===== src/rtl/decim_avg_mc.sv =====
`default_nettype none
// ============================================================================
// Module   : decim_avg_mc
// Purpose  : Multi-channel boxcar-average decimator. Sums 2^R valid samples
//            per channel (R latched at the start of each window) and emits
//            one averaged word per channel per window over a valid/ready
//            output register. A window that completes while the output
//            register is stalled is dropped and flags a sticky overrun.
// Ports    : clk, rst         - clock, synchronous active-high reset
//            ena              - enable; low aborts the open window
//            log2_ratio       - R request, values above MAX_LOG2_RATIO clamp
//            in_valid/in_data - aligned signed samples, ch0 in the LSBs
//            out_valid/out_ready - result handshake
//            out_data_s       - signed averages
//            out_data_u       - offset-binary averages (lane MSB inverted)
//            overrun          - sticky, a result was dropped
//            win_cnt          - samples accepted in the current window
// Config   : define DECIM_ROUND_EN for round-half-up averaging; otherwise
//            the average is floored.
// Revision : 1.0 - initial release
// ============================================================================
module decim_avg_mc #(
  parameter int DATA_WIDTH     = 14,
  parameter int NUM_CH         = 2,
  parameter int MAX_LOG2_RATIO = 6
) (
  input  logic                                   clk,
  input  logic                                   rst,
  input  logic                                   ena,
  input  logic [$clog2(MAX_LOG2_RATIO+1)-1:0]    log2_ratio,
  input  logic                                   in_valid,
  input  logic [NUM_CH*DATA_WIDTH-1:0]           in_data,
  output logic                                   out_valid,
  input  logic                                   out_ready,
  output logic [NUM_CH*DATA_WIDTH-1:0]           out_data_s,
  output logic [NUM_CH*DATA_WIDTH-1:0]           out_data_u,
  output logic                                   overrun,
  output logic [MAX_LOG2_RATIO-1:0]              win_cnt
);

  localparam int RW    = $clog2(MAX_LOG2_RATIO + 1);
  localparam int DW    = DATA_WIDTH;
  localparam int ACC_W = DATA_WIDTH + MAX_LOG2_RATIO + 1;

  typedef enum logic [0:0] {
    ST_IDLE  = 1'b0,
    ST_ACCUM = 1'b1
  } state_t;

  state_t                           state_q, state_d;
  logic [RW-1:0]                    r_active_q, r_active_d;
  logic [NUM_CH-1:0][ACC_W-1:0]     acc_q, acc_d;
  logic [MAX_LOG2_RATIO-1:0]        win_cnt_q, win_cnt_d;
  logic                             out_valid_q, out_valid_d;
  logic [NUM_CH*DW-1:0]             out_data_s_q, out_data_s_d;
  logic                             overrun_q, overrun_d;

  logic [RW-1:0]                    r_req;
  logic [RW-1:0]                    r_eff;
  logic [MAX_LOG2_RATIO:0]          win_len;
  logic [MAX_LOG2_RATIO:0]          cnt_next;
  logic                             win_done;
  logic [NUM_CH-1:0][ACC_W-1:0]     lane_sum;
  logic [NUM_CH-1:0][DW-1:0]        lane_res;

  assign r_req    = (log2_ratio > RW'(MAX_LOG2_RATIO)) ? RW'(MAX_LOG2_RATIO) : log2_ratio;
  // The first sample of a window is processed with the freshly requested R;
  // later samples use the value latched when the window opened.
  assign r_eff    = (state_q == ST_IDLE) ? r_req : r_active_q;
  assign win_len  = {{MAX_LOG2_RATIO{1'b0}}, 1'b1} << r_active_q;
  assign cnt_next = {1'b0, win_cnt_q} + {{MAX_LOG2_RATIO{1'b0}}, 1'b1};
  // With R = 0 the opening sample is also the closing one.
  assign win_done = ena && in_valid &&
                    ((state_q == ST_IDLE) ? (r_req == '0) : (cnt_next == win_len));

  for (genvar ch = 0; ch < NUM_CH; ch++) begin : g_lane
    logic signed [ACC_W-1:0] samp;
    logic signed [ACC_W-1:0] sum;
    logic signed [ACC_W-1:0] biased;
    logic signed [ACC_W-1:0] shifted;
    logic                    unused_hi;

    assign samp = {{(ACC_W-DW){in_data[ch*DW+DW-1]}}, in_data[ch*DW +: DW]};
    assign sum  = ((state_q == ST_ACCUM) ? acc_q[ch] : '0) + samp;
`ifdef DECIM_ROUND_EN
    assign biased = (r_eff == '0) ? sum : sum + (ACC_W'(1) << (r_eff - RW'(1)));
`else
    assign biased = sum;
`endif
    // Arithmetic shift floors toward minus infinity for negative sums.
    assign shifted      = biased >>> r_eff;
    assign lane_sum[ch] = sum;
    assign lane_res[ch] = shifted[DW-1:0];
    // The average of in-range samples always fits DW bits; the top bits
    // are only sign copies.
    assign unused_hi    = ^shifted[ACC_W-1:DW];

    assign out_data_u[ch*DW +: DW] = {~out_data_s_q[ch*DW+DW-1], out_data_s_q[ch*DW +: DW-1]};
  end

  always_comb begin
    state_d      = state_q;
    r_active_d   = r_active_q;
    acc_d        = acc_q;
    win_cnt_d    = win_cnt_q;
    out_valid_d  = out_valid_q;
    out_data_s_d = out_data_s_q;
    overrun_d    = overrun_q;

    // Window accumulation
    if (!ena) begin
      state_d   = ST_IDLE;
      acc_d     = '0;
      win_cnt_d = '0;
    end else if (in_valid) begin
      if (win_done) begin
        state_d   = ST_IDLE;
        acc_d     = '0;
        win_cnt_d = '0;
      end else if (state_q == ST_IDLE) begin
        state_d    = ST_ACCUM;
        r_active_d = r_req;
        acc_d      = lane_sum;
        win_cnt_d  = {{(MAX_LOG2_RATIO-1){1'b0}}, 1'b1};
      end else begin
        acc_d     = lane_sum;
        win_cnt_d = cnt_next[MAX_LOG2_RATIO-1:0];
      end
    end

    // Output register: a stalled, full register keeps its data and the new
    // result is lost.
    if (win_done) begin
      if (!out_valid_q || out_ready) begin
        out_valid_d  = 1'b1;
        out_data_s_d = lane_res;
      end else begin
        overrun_d = 1'b1;
      end
    end else if (out_valid_q && out_ready) begin
      out_valid_d = 1'b0;
    end
  end

  always_ff @(posedge clk) begin
    if (rst) begin
      state_q      <= ST_IDLE;
      r_active_q   <= '0;
      acc_q        <= '0;
      win_cnt_q    <= '0;
      out_valid_q  <= 1'b0;
      out_data_s_q <= '0;
      overrun_q    <= 1'b0;
    end else begin
      state_q      <= state_d;
      r_active_q   <= r_active_d;
      acc_q        <= acc_d;
      win_cnt_q    <= win_cnt_d;
      out_valid_q  <= out_valid_d;
      out_data_s_q <= out_data_s_d;
      overrun_q    <= overrun_d;
    end
  end

  assign out_valid  = out_valid_q;
  assign out_data_s = out_data_s_q;
  assign overrun    = overrun_q;
  assign win_cnt    = win_cnt_q;

endmodule
`default_nettype wire

===== config.mk =====
export PLATFORM = sky130hd
export DESIGN_NAME = decim_avg_mc
export DESIGN_NICKNAME = d
export VERILOG_FILES = /design/src/rtl/decim_avg_mc.sv
export SDC_FILE = /design/constraint.sdc
export NUM_CORES = 1
export LEC_CHECK = 0
export ABC_AREA = 1
export ABC_CLOCK_PERIOD_IN_PS = 2500
export BUFFER_PORTS_ARGS = -buffer_cell sky130_fd_sc_hd__buf_2
export CAP_MARGIN = 15
export CORE_MARGIN = 8
export CORE_UTILIZATION = 54
export CTS_CLUSTER_SIZE = 20
export DETAILED_ROUTE_END_ITERATION = 6
export PLACE_DENSITY = 0.75
export SYNTH_ARGS = -nofsm -noshare
export SYNTH_HDL_FRONTEND = slang
export SYNTH_SLANG_ARGS = --single-unit
export TNS_END_PERCENT = 20

===== constraint.sdc =====
create_clock -name clk -period 2.5 [get_ports clk]
set_input_delay 0.125 -clock clk [delete_from_list [all_inputs] [get_ports clk]]
set_output_delay 0.125 -clock clk [all_outputs]
set_load 0.02 [all_outputs]

==> metrics.md, run 1 <==
| Metric | Value |
|---|---|
| Outcome | `finished with violations` |
| Yosys reg bits | `82` |
| Avg WL per Cell | `15.4 um` |
| Final Wtd Congestion | `0.964` |
| Power density over cell area | `384 nW/um2` |
| Area enclosed by the die boundary | `18500 um2` |
| Arrival time reported for the critical path endpoint | `2770 ps` |
| Final min period | `2520 ps` |
| Combined global-route utilization of all metal layers | `26.7%` |
| Final cell count without fillers | `1724` |
| Antenna Nets Post-Route | `0` |
| Worst path most repeated cell | `sky130_fd_sc_hd__nand2_1` |
| Clock tree from TritonCTS | `yes` |
| Most common cell after layout, fill and taps aside | `sky130_fd_sc_hd__nand2_1` |
| TritonCTS Buffers | `9` |
| Number of sinks handled by clock tree synthesis | `82` |
| # diodes | `0` |
| X dimension of the die | `136 um` |
| Worst rel slew slack | `56.9%` |
| Worst setup SP type | `flip-flop` |
| Maximum number of pins on one net before global-route repair | `41` |
| Failing checks | `setup timing` |
| WS Path Type | `flip-flop to flip-flop` |
| Final-stage net count | `1614` |
| Syn_nets | `1445` |
| Distinct cell type count of the synthesized netlist | `37` |
| Layout cell share with drive strength beyond 1 | `27.2%` |
| Total global routing overflow | `0` |
| Slew of the pin with the lowest slew margin | `644 ps` |
| Most frequent cells in the layout | `sky130_fd_sc_hd__nand2_1, sky130_fd_sc_hd__inv_1, sky130_fd_sc_hd__nand3_1` |
| Core Region | `14300 um2` |
| Detail-routed via count per cell | `5.45` |
| Skew-Pair Late Insertion Delay | `350 ps` |
| Final critical-path setup slack | `-23.9 ps` |
| Proportion of synthesized chip area in sequential cells | `21.2%` |
| Total vias in the final route | `9396` |
| Number of buffers inserted by port buffering | `99` |
| Worst-path fanout max | `7` |
| Max Slew Vio Count | `0` |
| Endpoint kind of the worst setup timing path | `flip-flop` |
| Setup repair after global routing missed its margin | `true` |
| Cell type with the highest aggregate area in the netlist | `sky130_fd_sc_hd__nand2_1` |
| Site row count | `44` |
| Placed Cells | `1702` |
| Total chip power | `3.99 mW` |
| Initial antenna violation count | `0` |
| Number of hold-repair buffers added at the cts stage | `0` |
| Achievable clock frequency | `396 MHz` |
| Sw Pwr | `1.35 mW` |
| Required time of the worst setup path | `2740 ps` |
| Initial detailed-routing violation count | `835` |
| Cell-internal power | `2.63 mW` |
| HPWL after detailed placement | `19.1 mm` |
| Mapped cell area | `7760 um2` |
| Syn avg cell area | `5.68 um2` |
| Gate power share | `29.6%` |
| Yosys Warn Count | `0` |
| Root buffer cell | `sky130_fd_sc_hd__clkbuf_16` |
| Number of instances in the synthesized netlist | `1366` |
| Ratio of final minimum period to clock period | `101%` |
| Crit-path slowest cell | `sky130_fd_sc_hd__dfxtp_4` |
| Crit path max-delay family | `simple AND/OR/NAND/NOR gates` |
| Synth top area cells | `sky130_fd_sc_hd__nand2_1, sky130_fd_sc_hd__dfxtp_1, sky130_fd_sc_hd__nand3_1` |
| Final wirelength | `26.5 mm` |
| Number of top-level pins | `100` |
| Worst Skew | `12.9 ps` |
| Setup-failing EPs final | `2` |
| Max_cap viols | `0` |
| Maximum vdd ir drop | `0.318 mV` |
| Share of Yosys cell area claimed by the top area cell type | `21.8%` |
| Max clock buf depth | `2` |
| Iteration count of the initial detailed-routing pass | `5` |
| Syn-to-layout area delta | `33.7%` |
| Number of global-route vias before repair | `8662` |
| Switching part of the total | `33.9%` |
| Vertical die dimension | `136 um` |
| Sequential cell fraction of total power | `34.7%` |
| Final routed DRC violation total | `0` |
| Cell Chain, Critical Path | `buf_12, nand2_1, inv_1, ha_4, nand2_2, inv_1, a21oi_1, nand2_2, xor2_1, buf_4, nand2_1, nand3_1, nand3_1, nand2_1, a31oi_1, nor2_1` |
| First-pass GRT wire length | `40.6 mm` |
| Worst path max stage delay | `400 ps` |
| Path class of the lowest-slack min-delay path | `input pin to flip-flop` |
| Post-CTS clock slew at the launch and capture registers of the worst setup and hold paths | `70 ps` |
| H-tree levels | `3` |
| Endpoints failing hold | `0` |
| Part of the power in the clock network | `35.7%` |
| Count of buffering cells on the critical path with inverters included | `4` |
| Leakage power summed over all cells | `5.54 nW` |
| Effective utilization at floorplan | `54.4%` |
[flip-flops by register name, summed over array words and instances, names as in the netlist]
register	cells
state_q	1
acc_q	42
overrun	1
out_data_s	28
win_cnt	6
r_active_q	3
out_valid	1
[cell usage after synthesis]
library cell and n:
sky130_fd_sc_hd__a211oi_1 2, sky130_fd_sc_hd__a21o_1 1, sky130_fd_sc_hd__a21oi_1 94, sky130_fd_sc_hd__a31oi_1 6, sky130_fd_sc_hd__and2_1 2, sky130_fd_sc_hd__buf_1 2
sky130_fd_sc_hd__buf_2 10, sky130_fd_sc_hd__buf_4 30, sky130_fd_sc_hd__buf_6 1, sky130_fd_sc_hd__clkbuf_1 38, sky130_fd_sc_hd__clkinv_1 5, sky130_fd_sc_hd__dfxtp_1 82
sky130_fd_sc_hd__fa_1 2, sky130_fd_sc_hd__ha_1 41, sky130_fd_sc_hd__inv_1 188, sky130_fd_sc_hd__inv_2 5, sky130_fd_sc_hd__mux2i_1 1, sky130_fd_sc_hd__nand2_1 450
sky130_fd_sc_hd__nand2_4 1, sky130_fd_sc_hd__nand3_1 217, sky130_fd_sc_hd__nand3b_1 8, sky130_fd_sc_hd__nand4_1 22, sky130_fd_sc_hd__nor2_1 71, sky130_fd_sc_hd__nor2_8 1
sky130_fd_sc_hd__nor3_1 11, sky130_fd_sc_hd__o211a_1 2, sky130_fd_sc_hd__o211ai_1 3, sky130_fd_sc_hd__o21a_1 12, sky130_fd_sc_hd__o21ai_0 25, sky130_fd_sc_hd__o21ai_1 7
sky130_fd_sc_hd__o21ai_2 1, sky130_fd_sc_hd__o21bai_1 1, sky130_fd_sc_hd__o22ai_1 1, sky130_fd_sc_hd__o311ai_0 1, sky130_fd_sc_hd__or2_2 4, sky130_fd_sc_hd__xnor2_1 2
sky130_fd_sc_hd__xor2_1 16
[stage by stage]
step                hold WS (ps)  utilization, %  TNS, ps  setup slack (ps)  cell area, um2
CTS                         79.9            66.7    -29.6             -16.7            9520
global route                92.2            72.7    -1720              -124           10400
global placement             446            64.5     -105             -50.4            9200
floorplan                    391               -        0              1.78            7830
detailed placement           451            64.5     -173             -54.5            9200
finish                      86.8            72.7    -47.7             -23.9           10400
[metal layers]
layer | track usage, % | share of wire [%] | wire [um]
met3 | 3.03 | 5.4 | 1430
met2 | 48.5 | 52 | 13600
met1 | 30.8 | 39 | 10400
met5 | 0 | 0 | 0
met4 | 12.0 | 3.9 | 1040
[area by class of cell]
class	count	area, um2
flip-flops and latches	82	1650
clock inverters	6	72.6
multi-input cells	1005	5770
well taps	184	230
inverters	198	743
fillers	1202	3890
repair buffers	239	1670
clock buffers	10	239
[worst register-to-register path, stage by stage (launching register included)]
cell	delay, ps
sky130_fd_sc_hd__dfxtp_4	400
sky130_fd_sc_hd__buf_12	130
sky130_fd_sc_hd__nand2_1	70
sky130_fd_sc_hd__inv_1	90
sky130_fd_sc_hd__ha_4	220
sky130_fd_sc_hd__nand2_2	120
sky130_fd_sc_hd__inv_1	90
sky130_fd_sc_hd__a21oi_1	260
sky130_fd_sc_hd__nand2_2	130
sky130_fd_sc_hd__xor2_1	160
sky130_fd_sc_hd__buf_4	160
sky130_fd_sc_hd__nand2_1	80
sky130_fd_sc_hd__nand3_1	110
sky130_fd_sc_hd__nand3_1	120
sky130_fd_sc_hd__nand2_1	60
sky130_fd_sc_hd__a31oi_1	190
sky130_fd_sc_hd__nor2_1	60
[cell families after synthesis]
logic type	synth area share, %
buffers and inverters	15.2
adders and majority gates	7.13
muxes	0.129
DFF	21.2
xor gates and xnor gates	2.03
AOI/OAI and AO/OA	11.0
and+or+nand+nor	43.3
[power by group through the flow]
stage	logic, mW	registers [mW]	clock network (mW)
finish	1.18	1.38	1.42
global route	1.28	1.39	1.47
detailed placement	1.03	1.41	0
global placement	1.02	1.41	0
floorplan	0.645	1.42	0
CTS	1.04	1.38	1.43
[path summary, 6_finish.rpt]
path,to,from,depth (start not counted),slack (ps)
setup / recovery,out_data_s[18],state_q,16,-20
hold / removal,out_data_s[26],rst,2,90
setup reg to reg,out_data_s[18],state_q,16,-20
hold reg to reg,acc_q[40],acc_q[40],2,470
[timing repair]
| action | in CTS | in global routing |
|---|---|---|
| setup buffers | 0 | 6 |
| resized for setup | 3 | 159 |
| pin swaps | 0 | 31 |
| setup endpoints to repair | 9 | 36 |
Power figures use the tool's default switching activity.
==> run 2: changes to the inputs <==
CORE_ASPECT_RATIO = 1.5   (was unset)
SETUP_SLACK_MARGIN = 0.05   (was unset)
==> metrics.md, run 2 (same netlist as run 1, synthesis figures left out) <==
| Metric | Value |
|---|---|
| Maximum number of pins on one net before global-route repair | `50` |
| Biggest register | `acc_q` |
| Layout cell share with drive strength beyond 1 | `39.7%` |
| Leakage power summed over all cells | `5.78 nW` |
| Final routed DRC violation total | `1` |
| Worst rel slew slack | `66.4%` |
| Number of top-level pins | `100` |
| Setup-failing EPs final | `14` |
| Setup_tns | `-476 ps` |
| Arrival time reported for the critical path endpoint | `2840 ps` |
| Count of cells along the worst hold path | `2` |
| Root buffer cell | `sky130_fd_sc_hd__clkbuf_16` |
| Slew of the pin with the lowest slew margin | `504 ps` |
| Worst Skew | `12.0 ps` |
| Path class of the lowest-slack min-delay path | `input pin to flip-flop` |
| Effective utilization at floorplan | `55.2%` |
| Final Wtd Congestion | `0.930` |
| Ratio of final minimum period to clock period | `104%` |
| Reg-to-Reg Start | `state_q` |
| Initial antenna violation count | `0` |
| Worst R2R Path Depth | `18` |
| Power density over cell area | `369 nW/um2` |
| Number of global-route vias before repair | `9217` |
| Detail-routed via count per cell | `5.95` |
| H-tree levels | `3` |
| Site row count | `53` |
| Outcome | `finished with violations` |
| Max_cap viols | `0` |
| Required time of the worst setup path | `2740 ps` |
| Area of the multi-input gates | `6720 um2` |
| TritonCTS Buffers | `9` |
| Placed Area | `8990 um2` |
| Most frequent cells in the layout | `sky130_fd_sc_hd__nand2_1, sky130_fd_sc_hd__inv_1, sky130_fd_sc_hd__nand3_1` |
| Clock tree from TritonCTS | `yes` |
| Initial detailed-routing violation count | `1163` |
| Maximum vdd ir drop | `0.409 mV` |
| Total global routing overflow | `0` |
| Final min period | `2600 ps` |
| Max Slew Vio Count | `0` |
| X dimension of the die | `114 um` |
| Final critical-path setup slack | `-103 ps` |
| Skew-Pair Late Insertion Delay | `350 ps` |
| Avg WL per Cell | `18.7 um` |
| Total vias in the final route | `10.3k` |
| Combined global-route utilization of all metal layers | `28.5%` |
| Final wirelength | `32.3 mm` |
| Vertical die dimension | `163 um` |
| Min-delay src | `rst` |
| Worst-path fanout max | `7` |
| Combined flip-flop and latch cell area | `1650 um2` |
| Syn-to-layout area delta | `45.8%` |
| Setup repair after global routing missed its margin | `true` |
| Filler cells | `946` |
| WS Path Type | `flip-flop to flip-flop` |
| Number of buffers inserted by port buffering | `99` |
| Core Region | `14100 um2` |
| Hold-critical path endpoint | `out_data_s[13]` |
| Endpoint kind of the worst setup timing path | `flip-flop` |
| First-pass GRT wire length | `42.7 mm` |
| Placed Cells | `1685` |
| HPWL after detailed placement | `19.9 mm` |
| Max clock buf depth | `2` |
| Final cell count without fillers | `1725` |
| Achievable clock frequency | `384 MHz` |
| Area enclosed by the die boundary | `18500 um2` |
| Post-layout instance area | `11300 um2` |
| Worst setup SP type | `flip-flop` |
| Post-CTS clock slew at the launch and capture registers of the worst setup and hold paths | `70 ps` |
| Flip-flop count of the largest register after layout | `42` |
| Number of sinks handled by clock tree synthesis | `82` |
| Failing checks | `DRC, setup timing` |
| Most common cell after layout, fill and taps aside | `sky130_fd_sc_hd__nand2_1` |
| Antenna Nets Post-Route | `0` |
| Capturing point of the worst reg2reg path | `out_data_s[19]` |
| Utilization after layout | `80.5%` |
| Hold Slack | `93.1 ps` |
| Slack of the worst reg-to-reg path | `-100 ps` |
| Endpoints failing hold | `0` |
| Final-stage net count | `1607` |
| Iteration count of the initial detailed-routing pass | `7` |
| # diodes | `0` |
-- run 2: cell count changes in the layout (fill, tap and decap cells not counted), moves of 8 or more --
cell,change
sky130_fd_sc_hd__inv_2,+29
sky130_fd_sc_hd__nand2_4,+21
sky130_fd_sc_hd__nand3_4,+11
sky130_fd_sc_hd__nand3_2,+37
sky130_fd_sc_hd__inv_1,-30
sky130_fd_sc_hd__nor2_4,+9
sky130_fd_sc_hd__nand3_1,-48
sky130_fd_sc_hd__nand2_1,-86
sky130_fd_sc_hd__buf_4,-12
sky130_fd_sc_hd__a21oi_1,-11
sky130_fd_sc_hd__nand2_2,+65
sky130_fd_sc_hd__ha_4,+8
sky130_fd_sc_hd__nor2_1,-13
-- run 2: power breakdown --
| group | internal [mW] | switching, mW | total (mW) |
|---|---|---|---|
| sequential | 1.35 | 0.0370 | 1.39 |
| combinational | 0.517 | 0.845 | 1.36 |
| clock | 0.795 | 0.633 | 1.43 |
-- run 2: layer usage --
metal | global-route usage [%] | vias up | routed length, um
li1 | - | 4680 | -
met1 | 26.8 | 4683 | 10300
met2 | 54.4 | 647 | 16800
met3 | 3.34 | 256 | 2250
met4 | 22.3 | 0 | 2980
met5 | 0 | - | 0
-- run 2: area by class of cell --
class	instances	share of cell area (%)
clock buffer	9	1.99
clock inverter	7	0.730
sequential	82	14.5
timing repair buffer	232	14.6
tap	192	2.12
inverter	198	6.62
multi-input combinational	1005	59.4
-- run 2: worst max-delay path by stage --
stage | startpoint | end | slack (ps)
2_1_floorplan | state_q | out_data_s[27] | 30
3_3_place_gp | state_q | out_data_s[3] | -160
3_5_place_dp | state_q | out_data_s[3] | -180
4_1_cts | state_q | out_data_s[3] | 30
5_1_grt | state_q | out_data_s[20] | -270
6_report | state_q | out_data_s[19] | -100
-- run 2: critical path, cell delays in order (launching register included) --
cell and delay [ps]:
sky130_fd_sc_hd__dfxtp_4 400, sky130_fd_sc_hd__buf_4 160, sky130_fd_sc_hd__nand2_1 70, sky130_fd_sc_hd__inv_2 50
sky130_fd_sc_hd__ha_4 290, sky130_fd_sc_hd__nand2_1 80, sky130_fd_sc_hd__buf_4 150, sky130_fd_sc_hd__nor2_4 130
sky130_fd_sc_hd__nand2_2 90, sky130_fd_sc_hd__nand2_2 100, sky130_fd_sc_hd__buf_4 120, sky130_fd_sc_hd__xor2_1 60
sky130_fd_sc_hd__buf_4 150, sky130_fd_sc_hd__nand2_1 120, sky130_fd_sc_hd__nand3_2 130, sky130_fd_sc_hd__nand3_2 100
sky130_fd_sc_hd__nand2_1 60, sky130_fd_sc_hd__a31oi_2 190, sky130_fd_sc_hd__nor2_1 60
-- run 2: timing repair --
item                                    4_1_cts  5_1_grt
hold buffers                                  0        0
gates cloned                                  0        2
pin swaps                                    10      117
endpoints found under the setup margin       30       32
gates resized for setup                      38      390
buffers inserted                              5       18
-- run 2: stage by stage --
step | worst slack, ps | total power, mW
finish | -103 | 4.18
CTS | 33.5 | 3.85
floorplan | 29.5 | 2.07
global placement | -160 | 2.41
global route | -273 | 4.33
detailed placement | -178 | 2.42
==> run 3: changes to the inputs <==
--- a/config.mk
+++ b/config.mk
@@ -14,2 +14,3 @@
 export CORE_UTILIZATION = 54
+export CTS_CLUSTER_DIAMETER = 60
 export CTS_CLUSTER_SIZE = 20
@@ -18,2 +19,3 @@
 export SETUP_SLACK_MARGIN = 0.05
+export SKIP_CTS_REPAIR_TIMING = 1
 export SYNTH_ARGS = -nofsm -noshare
==> constraint.sdc (replaced) <==
create_clock -name clk -period 2.5 [get_ports clk]
set_input_delay 0.5 -clock clk [delete_from_list [all_inputs] [get_ports clk]]
set_output_delay 0.5 -clock clk [all_outputs]
set_load 0.02 [all_outputs]
==> metrics.md, run 3 (same netlist as run 1, synthesis figures left out) <==
| Metric | Value |
|---|---|
| Worst path max stage delay | `390 ps` |
| Worst setup SP type | `flip-flop` |
| Post-CTS clock slew at the launch and capture registers of the worst setup and hold paths | `70 ps` |
| Achievable clock frequency | `393 MHz` |
| Final critical-path setup slack | `-44.3 ps` |
| TritonCTS Buffers | `9` |
| Outcome | `finished with violations` |
| Number of buffers inserted by port buffering | `99` |
| Capturing point of the worst reg2reg path | `out_data_s[3]` |
| Leakage power summed over all cells | `5.55 nW` |
| Required time of the worst setup path | `2740 ps` |
| Combined global-route utilization of all metal layers | `28.1%` |
| Max Slew Vio Count | `0` |
| Path class of the lowest-slack min-delay path | `flip-flop to flip-flop` |
| WS Path Type | `flip-flop to flip-flop` |
| Cell Chain, Critical Path | `buf_12, nand2_4, inv_2, ha_4, fa_2, nand2_2, nand3_2, and2_4, xor2_2, nand2_1, nand2_1, o211ai_1, nand2_1, a31oi_2, nor2_1` |
| Biggest register | `acc_q` |
| Worst path most repeated cell | `sky130_fd_sc_hd__nand2_1` |
| H-tree levels | `3` |
| Switching part of the total | `35.3%` |
| Area enclosed by the die boundary | `18500 um2` |
| Power density over cell area | `385 nW/um2` |
| Failing checks | `setup timing` |
| Setup repair after global routing missed its margin | `true` |
| Sw Pwr | `1.42 mW` |
| Gate power share | `30.3%` |
| Count of cells along the worst hold path | `1` |
| Effective utilization at floorplan | `55.2%` |
| Final routed DRC violation total | `0` |
| Root buffer cell | `sky130_fd_sc_hd__clkbuf_16` |
| Number of global-route vias before repair | `9026` |
| Maximum vdd ir drop | `0.322 mV` |
| Final wirelength | `29.1 mm` |
| Post-placement setup slack | `-231 ps` |
| Final Wtd Congestion | `0.933` |
| Final-stage net count | `1600` |
| Site row count | `53` |
| Detail-routed via count per cell | `5.67` |
| X dimension of the die | `114 um` |
| Iteration count of the initial detailed-routing pass | `7` |
| Worst Skew | `8.37 ps` |
| Initial antenna violation count | `1` |
| Total global routing overflow | `0` |
| Initial detailed-routing violation count | `828` |
| Sequential cell fraction of total power | `34.3%` |
| HPWL after detailed placement | `20.3 mm` |
| Number of sinks handled by clock tree synthesis | `82` |
| Syn-to-layout area delta | `35.0%` |
| Crit-path slowest cell | `sky130_fd_sc_hd__dfxtp_4` |
| Vertical die dimension | `163 um` |
| Part of the power in the clock network | `35.3%` |
| Maximum number of pins on one net before global-route repair | `35` |
| Hold-critical path endpoint | `overrun` |
| Worst R2R Path Depth | `15` |
| Most common cell after layout, fill and taps aside | `sky130_fd_sc_hd__nand2_1` |
| First-pass GRT wire length | `42.0 mm` |
| Endpoints failing hold | `0` |
| Min-delay src | `overrun` |
| Max_cap viols | `0` |
| Post-layout instance area | `10500 um2` |
| Most frequent cells in the layout | `sky130_fd_sc_hd__nand2_1, sky130_fd_sc_hd__inv_1, sky130_fd_sc_hd__nand3_1` |
| Avg WL per Cell | `16.9 um` |
| Core Region | `14100 um2` |
| Arrival time reported for the critical path endpoint | `2790 ps` |
| Final min period | `2540 ps` |
| Layout cell share with drive strength beyond 1 | `28.7%` |
| # diodes | `0` |
| Number of top-level pins | `100` |
| Skew-Pair Late Insertion Delay | `350 ps` |
| Count of buffering cells on the critical path with inverters included | `2` |
| Worst-path fanout max | `7` |
| Slack of the worst reg-to-reg path | `-40 ps` |
| Reg-to-Reg Start | `state_q` |
| Flip-flop count of the largest register after layout | `42` |
| Placed Area | `9030 um2` |
| Total chip power | `4.03 mW` |
| Antenna Nets Post-Route | `0` |
| Cell-internal power | `2.61 mW` |
| Slew of the pin with the lowest slew margin | `621 ps` |
| Total vias in the final route | `9747` |
| Setup_tns | `-195 ps` |
| Endpoint kind of the worst setup timing path | `flip-flop` |
| Crit path max-delay family | `simple AND/OR/NAND/NOR gates` |
| Hold Slack | `462 ps` |
| Clock tree from TritonCTS | `yes` |
| Worst rel slew slack | `58.1%` |
| Setup-failing EPs final | `8` |
| Ratio of final minimum period to clock period | `102%` |
| Max clock buf depth | `2` |
[run 3: cell types whose count changed in the layout (fill, tap and decap cells not counted), sizes merged]
cell  change
inv       -1
buf       -6
[run 3: metal layers]
metal	global-route usage, %	part of all wire [%]
met1	25.9	34
met2	53.9	54
met3	3.53	5.4
met4	22.1	7.4
met5	0	0.045
[run 3: worst max-delay path by stage]
stage,startpoint,to,slack [ps],cells past startpoint
after floorplan,state_q,out_data_s[27],30,21
after global routing,state_q,out_data_s[22],-350,15
after detailed placement,state_q,out_data_s[0],-230,13
after CTS,state_q,out_data_s[0],-260,13
after global placement,state_q,out_data_s[0],-170,13
final,state_q,out_data_s[3],-40,15
[run 3: power groups by stage]
stage,registers (mW),clock network [mW],logic [mW]
floorplan,1.42,0,0.647
global placement,1.41,0,1.00
detailed placement,1.42,0,1.01
CTS,1.39,1.43,1.02
global route,1.39,1.48,1.32
finish,1.38,1.42,1.22
[run 3: final cells by class]
class	instances	area, um2
fillers	1186	3580
inverters	198	743
well taps	192	240
clock buffers	10	229
flip-flops and latches	82	1650
multi-input cells	1005	6020
repair buffers	225	1520
clock inverters	6	73.8
[run 3: worst reg2reg max path, cell delays in order (launching register included)]
cell	delay, ps
sky130_fd_sc_hd__dfxtp_4	390
sky130_fd_sc_hd__buf_12	150
sky130_fd_sc_hd__nand2_4	50
sky130_fd_sc_hd__inv_2	40
sky130_fd_sc_hd__ha_4	160
sky130_fd_sc_hd__fa_2	380
sky130_fd_sc_hd__nand2_2	70
sky130_fd_sc_hd__nand3_2	80
sky130_fd_sc_hd__and2_4	170
sky130_fd_sc_hd__xor2_2	170
sky130_fd_sc_hd__nand2_1	60
sky130_fd_sc_hd__nand2_1	80
sky130_fd_sc_hd__o211ai_1	290
sky130_fd_sc_hd__nand2_1	110
sky130_fd_sc_hd__a31oi_2	190
sky130_fd_sc_hd__nor2_1	60
[run 3: stage by stage]
| step | utilization (%) | cells |
|---|---|---|
| after floorplan | - | 1366 |
| after global placement | 64.2 | 1694 |
| after detailed placement | 64.2 | 1694 |
| after CTS | 66.4 | 1710 |
| after global routing | 74.5 | 1718 |
| final | 74.5 | 1718 |
